$ cat src/rtl/nor_share_sched_if.sv
// rtl/nor_share_sched_if.sv - request/operand/result bundle for the shared NOR scheduler
//
// Purpose: groups the four-lane request, operand, clear and result signals.
// Ports (all 4 bits wide, bit i = lane i, except busy):
//   req, inp_a, inp_b, clr_valid : requester -> scheduler
//   gnt, done, out_res, res_valid : scheduler -> requester
//   busy (1 bit)                  : scheduler -> requester
// Modports: master (requester side), slave (scheduler side).
interface nor_share_sched_if;
  logic [3:0] req;
  logic [3:0] inp_a;
  logic [3:0] inp_b;
  logic [3:0] clr_valid;
  logic [3:0] gnt;
  logic [3:0] done;
  logic [3:0] out_res;
  logic [3:0] res_valid;
  logic       busy;

  modport master (
    output req, inp_a, inp_b, clr_valid,
    input  gnt, done, out_res, res_valid, busy
  );

  modport slave (
    input  req, inp_a, inp_b, clr_valid,
    output gnt, done, out_res, res_valid, busy
  );
endinterface

$ cat src/rtl/nor_share_sched.sv
// rtl/nor_share_sched.sv - round-robin time-shared registered NOR unit for four lanes
//
// Purpose: one 2-input NOR evaluation unit shared by four lanes. A lane is
// picked round-robin, its operands are latched on the grant edge, the unit
// evaluates for LAT cycles, then the result is written to that lane's held
// result bit and a one-cycle done pulse is issued.
// Ports:
//   clk   : rising-edge clock
//   reset : asynchronous active-high reset
//   bus   : nor_share_sched_if.slave (req, inp_a, inp_b, clr_valid in;
//           gnt, done, out_res, res_valid, busy out)
module nor_share_sched #(
  parameter int LAT = 2
) (
  input  logic               clk,
  input  logic               reset,
  nor_share_sched_if.slave   bus
);

  typedef enum logic [1:0] {IDLE, EVAL, DONE} state_t;

  state_t     state, state_nx;
  logic [3:0] gnt_q, gnt_nx;
  logic [3:0] done_q, done_nx;
  logic [3:0] res_q, res_nx;
  logic [3:0] vld_q, vld_nx;
  logic [3:0] cnt_q, cnt_nx;
  logic [1:0] ptr_q, ptr_nx;
  logic [1:0] win_q, win_nx;
  logic       opa_q, opa_nx;
  logic       opb_q, opb_nx;
  logic [1:0] pick;
  logic       found;

  // First requesting lane at or above ptr, wrapping 3 -> 0.
  always_comb begin
    pick  = ptr_q;
    found = 1'b0;
    for (int i = 0; i < 4; i++) begin
      if (!found && bus.req[ptr_q + 2'(i)]) begin
        pick  = ptr_q + 2'(i);
        found = 1'b1;
      end
    end
  end

  always_comb begin
    state_nx = state;
    gnt_nx   = gnt_q;
    done_nx  = done_q;
    res_nx   = res_q;
    // A clear applies every cycle; a same-edge result write below overrides it.
    vld_nx   = vld_q & ~bus.clr_valid;
    cnt_nx   = cnt_q;
    ptr_nx   = ptr_q;
    win_nx   = win_q;
    opa_nx   = opa_q;
    opb_nx   = opb_q;
    case (state)
      IDLE: begin
        if (found) begin
          gnt_nx   = 4'b0001 << pick;
          win_nx   = pick;
          opa_nx   = bus.inp_a[pick];
          opb_nx   = bus.inp_b[pick];
          cnt_nx   = 4'(LAT - 1);
          state_nx = EVAL;
        end
      end
      EVAL: begin
        if (cnt_q != 4'd0) begin
          cnt_nx = cnt_q - 4'd1;
        end else begin
          res_nx[win_q] = ~(opa_q | opb_q);
          vld_nx[win_q] = 1'b1;
          done_nx       = 4'b0001 << win_q;
          gnt_nx        = 4'b0000;
          state_nx      = DONE;
        end
      end
      DONE: begin
        done_nx  = 4'b0000;
        // Lane just served goes to the back of the round-robin order.
        ptr_nx   = win_q + 2'd1;
        state_nx = IDLE;
      end
      default: state_nx = IDLE;
    endcase
  end

  always_ff @(posedge clk or posedge reset) begin
    if (reset) begin
      state  <= IDLE;
      gnt_q  <= 4'b0000;
      done_q <= 4'b0000;
      res_q  <= 4'b0000;
      vld_q  <= 4'b0000;
      cnt_q  <= 4'd0;
      ptr_q  <= 2'd0;
      win_q  <= 2'd0;
      opa_q  <= 1'b0;
      opb_q  <= 1'b0;
    end else begin
      state  <= state_nx;
      gnt_q  <= gnt_nx;
      done_q <= done_nx;
      res_q  <= res_nx;
      vld_q  <= vld_nx;
      cnt_q  <= cnt_nx;
      ptr_q  <= ptr_nx;
      win_q  <= win_nx;
      opa_q  <= opa_nx;
      opb_q  <= opb_nx;
    end
  end

  assign bus.gnt       = gnt_q;
  assign bus.done      = done_q;
  assign bus.out_res   = res_q;
  assign bus.res_valid = vld_q;
  assign bus.busy      = (state != IDLE);

endmodule

$ cat src/flat_wrapper.sv
// flat-port wrapper written by rule: the top's interface ports become plain ports
module nor_share_sched_flat 
#(
  parameter int LAT = 2
)
  (clk, reset, bus_req, bus_inp_a, bus_inp_b, bus_clr_valid, bus_gnt, bus_done, bus_out_res, bus_res_valid, bus_busy);
  nor_share_sched_if bus_i ();
  input  logic clk;
  input  logic reset;
  input wire logic [$bits(bus_i.req)-1:0] bus_req;
  input wire logic [$bits(bus_i.inp_a)-1:0] bus_inp_a;
  input wire logic [$bits(bus_i.inp_b)-1:0] bus_inp_b;
  input wire logic [$bits(bus_i.clr_valid)-1:0] bus_clr_valid;
  output wire logic [$bits(bus_i.gnt)-1:0] bus_gnt;
  output wire logic [$bits(bus_i.done)-1:0] bus_done;
  output wire logic [$bits(bus_i.out_res)-1:0] bus_out_res;
  output wire logic [$bits(bus_i.res_valid)-1:0] bus_res_valid;
  output wire logic [$bits(bus_i.busy)-1:0] bus_busy;
  assign bus_i.req = bus_req;
  assign bus_i.inp_a = bus_inp_a;
  assign bus_i.inp_b = bus_inp_b;
  assign bus_i.clr_valid = bus_clr_valid;
  assign bus_gnt = bus_i.gnt;
  assign bus_done = bus_i.done;
  assign bus_out_res = bus_i.out_res;
  assign bus_res_valid = bus_i.res_valid;
  assign bus_busy = bus_i.busy;
  nor_share_sched #(.LAT(LAT)) u_core (.clk(clk), .reset(reset), .bus(bus_i));
endmodule
$ cat config.mk
export PLATFORM = sky130hd
export DESIGN_NAME = nor_share_sched_flat
export DESIGN_NICKNAME = d
export VERILOG_FILES = /design/src/rtl/nor_share_sched_if.sv /design/src/rtl/nor_share_sched.sv /design/src/flat_wrapper.sv
export SDC_FILE = /design/constraint.sdc
export NUM_CORES = 1
export LEC_CHECK = 0
export ABC_AREA = 1
export BUFFER_PORTS_ARGS = -buffer_cell sky130_fd_sc_hd__buf_4
export CORE_ASPECT_RATIO = 0.75
export CORE_MARGIN = 1
export CORE_UTILIZATION = 53
export DETAILED_ROUTE_END_ITERATION = 16
export GPL_TIMING_DRIVEN = 0
export PLACE_DENSITY = 0.78
export REMOVE_ABC_BUFFERS = 1
export SKIP_LAST_GASP = 1
export SLEW_MARGIN = 20
export SYNTH_ARGS = -nofsm -noshare
export SYNTH_HDL_FRONTEND = slang
export SYNTH_SLANG_ARGS = --single-unit
$ cat constraint.sdc
create_clock -name clk -period 2.8 [get_ports clk]
set_input_delay 0.42 -clock clk [delete_from_list [all_inputs] [get_ports clk]]
set_output_delay 0.42 -clock clk [all_outputs]
set_load 0.03 [all_outputs]
==> out/qor.yml, run 1 <==
slew-limit-headroom_pct: 34.7
power.total_w: 0.00266
half_perimeter_wire_length_after_placement_um: 2580
grt.total_usage_pct: 23.7
regToRegStartpoint: "u_core.ptr_q[0]$_DFFE_PP0P_"
placement.cell_area_sq_um: 1950
clock.fmax_ghz: 0.463
timing_worst_slew_pin_value_ps: 974
fp.dieH_um: 50.5
clock_latency_ps: 270
ctsHoldBuffers: 0
design.die.area_sq_um: 3370
simple_gate_share_of_the_synthesized_area_pct: 39.0
final_layout_size_suffix_gt1_share_pct: 23.8
drc: 0
finalWorstPathRequiredPeriod_ps: 2160
htreeDepth: 1
finalMaxSlewViolations: 0
synthXorXnorAreaFrac_pct: 1.05
post-cts-setup-buffer-count: 0
critical_path_required_ps: 2970
share_of_the_yosys_chip_area_belonging_to_registers_pct: 42.2
timing.critical_path.from: "u_core.ptr_q[0]$_DFFE_PP0P_"
reg2reg_slack_ps: 640
synth.avg_cell_area_sq_um: 7.55
drt_wl_total_um: 3440
placeableCoreArea_sq_um: 2960
maximum_number_of_pins_on_one_net_before_global_route_repair: 29
die_width_um: 66.7
run_status: "finished clean"
postRouteAntennaNets: 0
final_nets: 281
clock-sinks: 28
adder_and_majority_cell_fraction_of_the_synthesized_area_pct: 4.52
initial_antenna_violation_count: 0
end_kind: "register"
n_antenna_cell: 0
rows: 17
syn2layout_area_growth_pct: 21.4
critical_path.endpoint: "u_core.opb_q$_DFFE_PP0P_"
p_leak_nw: 1.12
worstRegToRegCells: 13
fillCellCount: 258
power_density_nw_per_um2: 1320
irDropWorstVdd_v: 0.000544
final-instance-count-excl-fill: 294
cts_tree: "yes"
route.detailed.wl_per_inst_um: 11.7
synth_compound_gate_area_share_pct: 6.93
grt_pass1_vias: 1344
post-place-cells: 290
design_area_sq_um: 2020
yosys_register_bits: 28
drtIter0Drc: 75
hold_class: "primary input to asynchronous set/reset pin"
skew_ps: 4.56
io-pin-count: 35
numPortBuffers: 34
critical_path_peak_fanout: 15
synth.yosys.warnings: 0
worst_setup_path_start_kind: "register"
max-clock-path-buffers: 2
post_synthesis_cells: 220
detailroute.via_count: 1502
grt_setup_unrepaired: "no"
report.final.hold_viol_count: 0
routed_via_density: 5.11
timing.max_cap.violations: 0
cts_buffers: 3
global_route_overflow: 0
grt_pass1_wl_um: 5970
final_min_period_over_clock_period_pct: 77.1
cts.repair.resized: 0
clk_pin_slew_ps: 90
worst_ep_arrival_time_ps: 2330
first_pass_iters: 4
worst_r2r_end: "u_core.opb_q$_DFFE_PP0P_"
synth_top_family_by_area: "simple AND/OR/NAND/NOR gates"
number_of_unique_standard_cell_types_used_by_synthesis: 25
crit_path_class: "register to register"
post_synth_instance_area_sq_um: 1660
totalNegativeSetupSlack_ps: 0
place_congestion: 0.813
post_synthesis_mux_area_share_pct: 0
cts_root_buf: "clkbuf_8"
initial_utilization_pct: 56.2
setup-violations-final: 0
[layout by cell type (no fill, tap or decap), types with 2 or more instances in the layout]
cell,synthesis,final
nand4_1,2,2
buf_4,1,34
o21ai_1,4,4
o21ai_0,9,9
xor2_1,2,2
inv_2,4,4
ha_1,6,6
nand3_1,28,28
nand2_2,12,12
a21oi_1,2,2
nand2_1,84,84
clkbuf_8,0,3
clkinv_1,1,2
inv_1,18,17
dfrtp_1,28,28
nor2_1,9,9
[per-layer routing]
layer  global-route usage (%)  share of wire, %
met5                        0                 0
met4                     4.26              0.52
met3                     4.77               6.8
met2                     35.5                42
met1                     35.6                51
[power by group]
group / internal, W / leakage [nW] / switching, W / total (W)
logic: 0.000536 / 0.730 / 0.00111 / 0.00164
registers: 0.000571 / 0.356 / 0.000133 / 0.000704
clock network: 0.000191 / 0.0357 / 0.000123 / 0.000314
total: 0.00130 / 1.12 / 0.00136 / 0.00266
[synthesized netlist by cell type]
library cell   n  area, sq um
nand4_2        1         12.5
nand2_4        1         11.3
inv_1         18         67.6
o21ai_2        1         8.76
buf_4          1         7.51
o21ai_4        1         16.3
o21a_1         1         7.51
xor2_1         2         17.5
nand4_4        1         21.3
nand2_1       84          315
nor2_8         1         20.0
nand3_1       28          140
ha_1           6         75.1
o21ai_0        9         45.0
dfrtp_1       28          701
nand4_1        2         12.5
o31ai_1        1         7.51
a21oi_1        2         10.0
buf_6          1         11.3
nor2_1         9         33.8
inv_2          4         15.0
nand2_2       12         75.1
clkinv_1       1         3.75
o21ai_1        4         20.0
or2_2          1         6.26
[cells by family (layout without fill, tap and decap cells)]
family / count (synthesis) / in the layout
AO/OA/AOI/OAI: 19 / 19
XOR/XNOR: 2 / 2
adder cells (fa/ha/maj): 6 / 6
buffers and inverters: 25 / 61
flip-flops: 28 / 28
AND/OR/NAND/NOR: 140 / 140
[worst min-delay path by stage]
stage / endpoint / depth (start not counted) / slack, ps
CTS: u_core.bus.res_valid[0]$_DFF_PP0_ / 2 / 300
floorplan: u_core.cnt_q[0]$_DFFE_PP0P_ / 1 / 440
finish: u_core.bus.out_res[3]$_DFFE_PP0P_ / 2 / 240
global route: u_core.bus.out_res[3]$_DFFE_PP0P_ / 2 / 290
global placement: u_core.opb_q$_DFFE_PP0P_ / 2 / 460
detailed placement: u_core.opb_q$_DFFE_PP0P_ / 2 / 460
[state kept, by name (all words and copies together) (netlist names)]
signal and flops:
u_core.bus.out_res 4, u_core.bus.gnt 4, u_core.ptr_q 2, u_core.opb_q 1, u_core.bus.done 4, u_core.cnt_q 4, u_core.opa_q 1, u_core.bus.res_valid 4
u_core.win_q 2, u_core.state 2
[stage by stage]
step           util, %  hold WS [ps]  setup WS [ps]
2_1_floorplan        -           440           1020
3_3_place_gp      65.8           459            707
3_5_place_dp      65.8           460            675
4_1_cts           68.2           304            660
5_1_grt           68.2           293            336
6_report          68.2           244            642
[cell type report]
cell class / instances / area (sq um) / share of cell area, %
clock buffer: 3 / 41.3 / 2.05
sequential: 28 / 701 / 34.7
multi-input combinational: 167 / 856 / 42.4
tap: 38 / 47.5 / 2.36
clock inverter: 1 / 30.0 / 1.49
inverter: 23 / 86.3 / 4.28
timing repair buffer: 34 / 255 / 12.7
[critical path, stage by stage, from the launching register on]
cell	delay, ps
dfrtp_1	650
inv_2	220
nand2_1	130
nand2_2	90
nand2_1	110
nand2_4	100
nor2_8	110
nand4_1	190
nand3_1	160
nand2_1	60
nand2_1	50
nand2_1	50
nand2_1	50
nand2_1	50
Power figures use the tool's default switching activity.
==> run 2: changes to the inputs <==
- ABC_AREA: 1 -> 0
- CORE_UTILIZATION: 53 -> 47
- PLACE_DENSITY: 0.78 -> 0.74
- clock period: 2.8 -> 1.8 ns (I/O delays scaled with it)
==> out/qor.yml, run 2 <==
worstPathCellList: "inv_1 > ha_1 > or3b_4 > nand2b_4 > or4_4 > xor2_1 > nor2_1"
post_synth_edffs: 0
placeableCoreArea_sq_um: 2740
skew_ps: 3.23
first_pass_iters: 4
worst_r2r_end: "u_core.cnt_q[3]$_DFFE_PP0P_"
route.detailed.wl_per_inst_um: 14.5
grt_pass1_vias: 974
post_synthesis_cells: 129
commonest_non_fill_non_tap_cell_in_the_layout: "buf_4"
worst_ep_arrival_time_ps: 1960
reg2reg_slack_ps: -3
timing.max_cap.violations: 0
seq_power_share_pct: 32.8
critPathBufInv: 1
synth.avg_cell_area_sq_um: 11.1
power_density_nw_per_um2: 1790
fp.dieH_um: 49.8
worstRegToRegCells: 7
design.die.area_sq_um: 3270
routed_via_density: 5.15
htreeDepth: 1
slew-limit-headroom_pct: 61.7
report.final.hold_viol_count: 0
timing_worst_slew_pin_value_ps: 573
critical-path-max-stage-delay_ps: 420
postRouteAntennaNets: 0
comb_power_share_pct: 51.7
half_perimeter_wire_length_after_placement_um: 2230
number_of_unique_standard_cell_types_used_by_synthesis: 34
maximum_number_of_pins_on_one_net_before_global_route_repair: 29
fillCellCount: 221
post_synth_instance_area_sq_um: 1430
drtIter0Drc: 44
irDropWorstVdd_v: 0.00101
highest_delay_cell_along_the_critical_path: "or4_4"
cts_root_buf: "clkbuf_8"
placement.cell_area_sq_um: 1730
share_of_the_yosys_chip_area_belonging_to_registers_pct: 49.0
postSynth.asyncResetShare_pct: 100
io-pin-count: 35
post-place-cells: 199
setup-violations-final: 1
final-instance-count-excl-fill: 206
total_switching_power_w: 0.00136
critical_path.top_delay_family: "simple AND/OR/NAND/NOR gates"
synth.top_cell.area_share_pct: 49.0
numPortBuffers: 34
max-clock-path-buffers: 2
run_status: "finished with violations"
detailroute.via_count: 1060
initial_utilization_pct: 52.1
yosys-top-cells-count: "dfrtp_1, nand2_1, inv_1, nor2_1, o21ai_0"
design_area_sq_um: 1830
hold_class: "primary input to asynchronous set/reset pin"
drt_wl_total_um: 2990
final_cell_mix: "buf_4, dfrtp_1, nand2_1, inv_1"
clock.fmax_ghz: 0.555
grt.total_usage_pct: 19.2
place_congestion: 0.806
end_kind: "register"
cts_buffers: 3
met2_usage_pct: 31.1
synth.yosys.warnings: 0
worst_slack_setup_final_ps: -2.68
finalMaxSlewViolations: 0
regToRegStartpoint: "u_core.cnt_q[1]$_DFFE_PP0P_"
cts_tree: "yes"
totalNegativeSetupSlack_ps: -2.68
p_leak_nw: 0.910
internal_power_w: 0.00191
worst_setup_path_start_kind: "register"
grt_pass1_wl_um: 4670
most_common_cell_in_the_netlist: "dfrtp_1"
rows: 16
power.switching_fraction_pct: 41.7
initial_antenna_violation_count: 0
syn2layout_area_growth_pct: 27.8
failed_checks: "setup timing"
synth_largest_area_cell: "dfrtp_1"
yosys_register_bits: 28
global_route_overflow: 0
critical_path_required_ps: 1960
final_layout_size_suffix_gt1_share_pct: 40.6
die_width_um: 65.7
clock_latency_ps: 280
final_min_period_over_clock_period_pct: 100
global_route.usage.met3_pct: 5.56
synth.top_cells.by_area: "dfrtp_1, ha_1, mux2_4, nand2_1, o21ai_0"
critical_path_peak_fanout: 5
clk_pin_slew_ps: 100
final_nets: 195
crit_path_class: "register to register"
power_frac_clock_pct: 15.5
grt_use_met1_pct: 25.8
n_antenna_cell: 0
drc: 0
finalWorstPathRequiredPeriod_ps: 1800
busiest_layer: "met2"
clock-sinks: 28
synth_ff_type: "dfrtp_1"
[run 2: cell count changes in the layout (fill, tap and decap cells not counted), sizes merged, moves of 5 or more]
cell | before | now
nand3 | 28 | 1
nand2 | 97 | 21
mux2 | 0 | 8
inv | 21 | 12
o21ai | 15 | 10
nor2b | 0 | 5
[run 2: final cells by class]
class / instances / area [sq um] / share of cell area (%)
Tap cell: 36 / 45.0 / 2.46
Multi-Input combinational cell: 89 / 688 / 37.6
Clock buffer: 3 / 41.3 / 2.26
Timing Repair Buffer: 37 / 278 / 15.2
Clock inverter: 1 / 30.0 / 1.64
Sequential cell: 28 / 701 / 38.3
Inverter: 12 / 45.0 / 2.46
[run 2: kinds of logic after synthesis]
kind of cell | Yosys count | share of synthesized area, %
xor+xnor | 2 | 1.23
simple gates | 50 | 21.3
flops | 28 | 49.0
compound gates | 23 | 12.8
buf+inv | 12 | 3.15
fa+ha+maj | 6 | 5.25
mux | 8 | 7.35
[run 2: timing repair]
item | 4_1_cts | 5_1_grt
gates resized for setup | 0 | 2
buffers inserted | 0 | 3
endpoints found under the hold margin | 0 | 0
hold buffers | 0 | 0
endpoints found under the setup margin | 0 | 5
[run 2: per-stage QoR]
stage / setup slack (ps) / utilization [%] / total power (W) / hold slack [ps]
2_1_floorplan: 156 / - / 0.00220 / 335
3_3_place_gp: 88.6 / 63.1 / 0.00261 / 454
3_5_place_dp: 43.2 / 63.1 / 0.00268 / 463
4_1_cts: 33.6 / 65.7 / 0.00319 / 161
5_1_grt: -33.7 / 66.7 / 0.00347 / 89.0
6_report: -2.68 / 66.7 / 0.00327 / 42.9
[run 2: power groups by stage]
stage | sequential [W] | clock [W] | combinational [W]
final | 0.00107 | 0.000505 | 0.00169
after CTS | 0.00106 | 0.000503 | 0.00162
after detailed placement | 0.00107 | 0 | 0.00161
after global routing | 0.00110 | 0.000534 | 0.00183
after floorplan | 0.00127 | 0 | 0.000935
after global placement | 0.00106 | 0 | 0.00156
[run 2: routing by layer]
metal	share of wire [%]	vias to the layer above
li1	-	519
met1	46	509
met2	49	30
met3	4.3	2
met4	0.37	0
met5	0	-
[run 2: worst max-delay path by stage]
stage | start | to | slack (ps) | depth (start not counted)
global placement | u_core.cnt_q[0]$_DFFE_PP0P_ | u_core.bus.out_res[0]$_DFFE_PP0P_ | 90 | 6
CTS | u_core.cnt_q[0]$_DFFE_PP0P_ | u_core.bus.out_res[3]$_DFFE_PP0P_ | 30 | 6
detailed placement | u_core.cnt_q[0]$_DFFE_PP0P_ | u_core.bus.out_res[3]$_DFFE_PP0P_ | 40 | 6
finish | u_core.cnt_q[1]$_DFFE_PP0P_ | u_core.cnt_q[3]$_DFFE_PP0P_ | -3 | 7
global route | u_core.cnt_q[1]$_DFFE_PP0P_ | u_core.cnt_q[3]$_DFFE_PP0P_ | -30 | 7
floorplan | u_core.cnt_q[0]$_DFFE_PP0P_ | u_core.bus.out_res[0]$_DFFE_PP0P_ | 160 | 6
==> run 3: changes to the inputs <==
- CAP_MARGIN: unset -> 20
- CORE_ASPECT_RATIO: 0.75 -> 0.5
- RECOVER_POWER: unset -> 50
==> out/qor.yml, run 3 (synthesis results as in run 2) <==
first_pass_iters: 4
seq_power_share_pct: 34.0
design.die.area_sq_um: 3280
worst_ep_arrival_time_ps: 1870
critical_path_required_ps: 1940
worst_slack_setup_final_ps: 73.2
half_perimeter_wire_length_after_placement_um: 2020
initial_antenna_violation_count: 0
finalWorstPathRequiredPeriod_ps: 1730
io-pin-count: 35
detailroute.via_count: 1043
grt.total_usage_pct: 17.0
die_width_um: 80.0
cts_root_buf: "clkbuf_8"
clk_pin_slew_ps: 90
n_antenna_cell: 0
clock.fmax_ghz: 0.579
end_kind: "register"
power_frac_clock_pct: 15.4
fp.dieH_um: 41.0
numPortBuffers: 34
skew_ps: 8.81
irDropWorstVdd_v: 0.000896
routed_via_density: 4.99
initial_utilization_pct: 52.3
route.detailed.wl_per_inst_um: 12.5
critical_path_peak_fanout: 6
worst_setup_path_start_kind: "register"
drtIter0Drc: 55
power.switching_fraction_pct: 41.0
rows: 13
slew-limit-headroom_pct: 50.4
p_leak_nw: 0.890
global_route_overflow: 0
final-instance-count-excl-fill: 209
total_switching_power_w: 0.00128
grt_pass1_wl_um: 4010
report.final.hold_viol_count: 0
setup-violations-final: 0
final_nets: 197
run_status: "finished clean"
max-clock-path-buffers: 2
power_density_nw_per_um2: 1720
final_min_period_over_clock_period_pct: 95.9
internal_power_w: 0.00185
maximum_number_of_pins_on_one_net_before_global_route_repair: 29
final_cell_mix: "buf_4, dfrtp_1, nand2_1, inv_1"
place_congestion: 0.727
clock_latency_ps: 270
final_layout_size_suffix_gt1_share_pct: 36.0
postRouteAntennaNets: 0
clock-sinks: 28
drc: 0
timing_worst_slew_pin_value_ps: 745
totalNegativeSetupSlack_ps: 0
comb_power_share_pct: 50.6
timing.max_cap.violations: 0
crit_path_class: "register to register"
finalMaxSlewViolations: 0
drt_wl_total_um: 2610
commonest_non_fill_non_tap_cell_in_the_layout: "buf_4"
cts_tree: "yes"
htreeDepth: 1
hold_class: "primary input to register"
grt_pass1_vias: 872
syn2layout_area_growth_pct: 27.3
placeableCoreArea_sq_um: 2730
post-place-cells: 200
dp_slack_ps: 53.1
cts_buffers: 3
## run 3: cell count changes in the layout (fill, tap and decap cells not counted)
cell,before,now
buf_4,37,30
clkbuf_1,0,7
clkbuf_4,0,1
clkinv_1,0,1
dlygate4sd3_1,0,1
inv_2,2,1
## run 3: repair_timing
action / in CTS / in global routing
hold buffers: 0 / 1
hold endpoints to repair: 0 / 14
endpoints found under the setup margin: 0 / 4
gates resized for setup: 0 / 2
buffers inserted: 0 / 3
## run 3: worst paths after layout
check / end / cells after the start / from / slack [ps]
setup / recovery: u_core.cnt_q[3]$_DFFE_PP0P_ / 7 / u_core.cnt_q[1]$_DFFE_PP0P_ / 70
hold / removal: u_core.bus.res_valid[2]$_DFF_PP0_ / 2 / bus_clr_valid[2] / 170
setup reg to reg: u_core.cnt_q[3]$_DFFE_PP0P_ / 7 / u_core.cnt_q[1]$_DFFE_PP0P_ / 70
hold reg to reg: u_core.bus.done[1]$_DFFE_PP0P_ / 2 / u_core.bus.done[1]$_DFFE_PP0P_ / 490
max in group asynchronous: u_core.bus.gnt[0]$_DFFE_PP0P_ / 4 / reset / 310
min in group asynchronous: u_core.bus.res_valid[1]$_DFF_PP0_ / 3 / reset / 500
## run 3: final cells by class
cell class,instances,area (sq um)
well taps,37,46.3
inverters,12,45.0
clock buffers,3,41.3
flip-flops and latches,28,701
clock inverters,1,30.0
multi-input cells,89,688
fillers,214,912
repair buffers,39,269
## run 3: metal layers
metal | wire, um | vias up | share of wire (%) | track usage [%]
met5 | 0 | - | 0 | 0
li1 | - | 525 | - | -
met3 | 150 | 0 | 5.7 | 4.67
met4 | 0 | 0 | 0 | 2.68
met2 | 1110 | 27 | 42 | 27.8
met1 | 1350 | 491 | 52 | 23.6
## run 3: through the flow
step | power [W] | hold WS, ps | utilization (%) | cell area (sq um)
after floorplan | 0.00220 | 335 | - | 1430
after global placement | 0.00263 | 458 | 63.4 | 1730
after detailed placement | 0.00267 | 461 | 63.4 | 1730
after CTS | 0.00315 | 161 | 66.0 | 1800
after global routing | 0.00335 | 173 | 66.6 | 1820
final | 0.00313 | 174 | 66.6 | 1820
## run 3: worst max-delay path: stages, from the launching register on
cell	delay, ps
dfrtp_1	390
inv_2	50
ha_1	170
or3b_4	280
nand2b_4	80
or4_4	410
xor2_1	160
nor2_1	50
## run 3: power groups by stage
stage	Clock (W)	Combinational, W	Sequential (W)
floorplan	0	0.000935	0.00127
global placement	0	0.00156	0.00107
detailed placement	0	0.00159	0.00107
CTS	0.000496	0.00159	0.00106
global route	0.000515	0.00173	0.00110
finish	0.000481	0.00159	0.00106
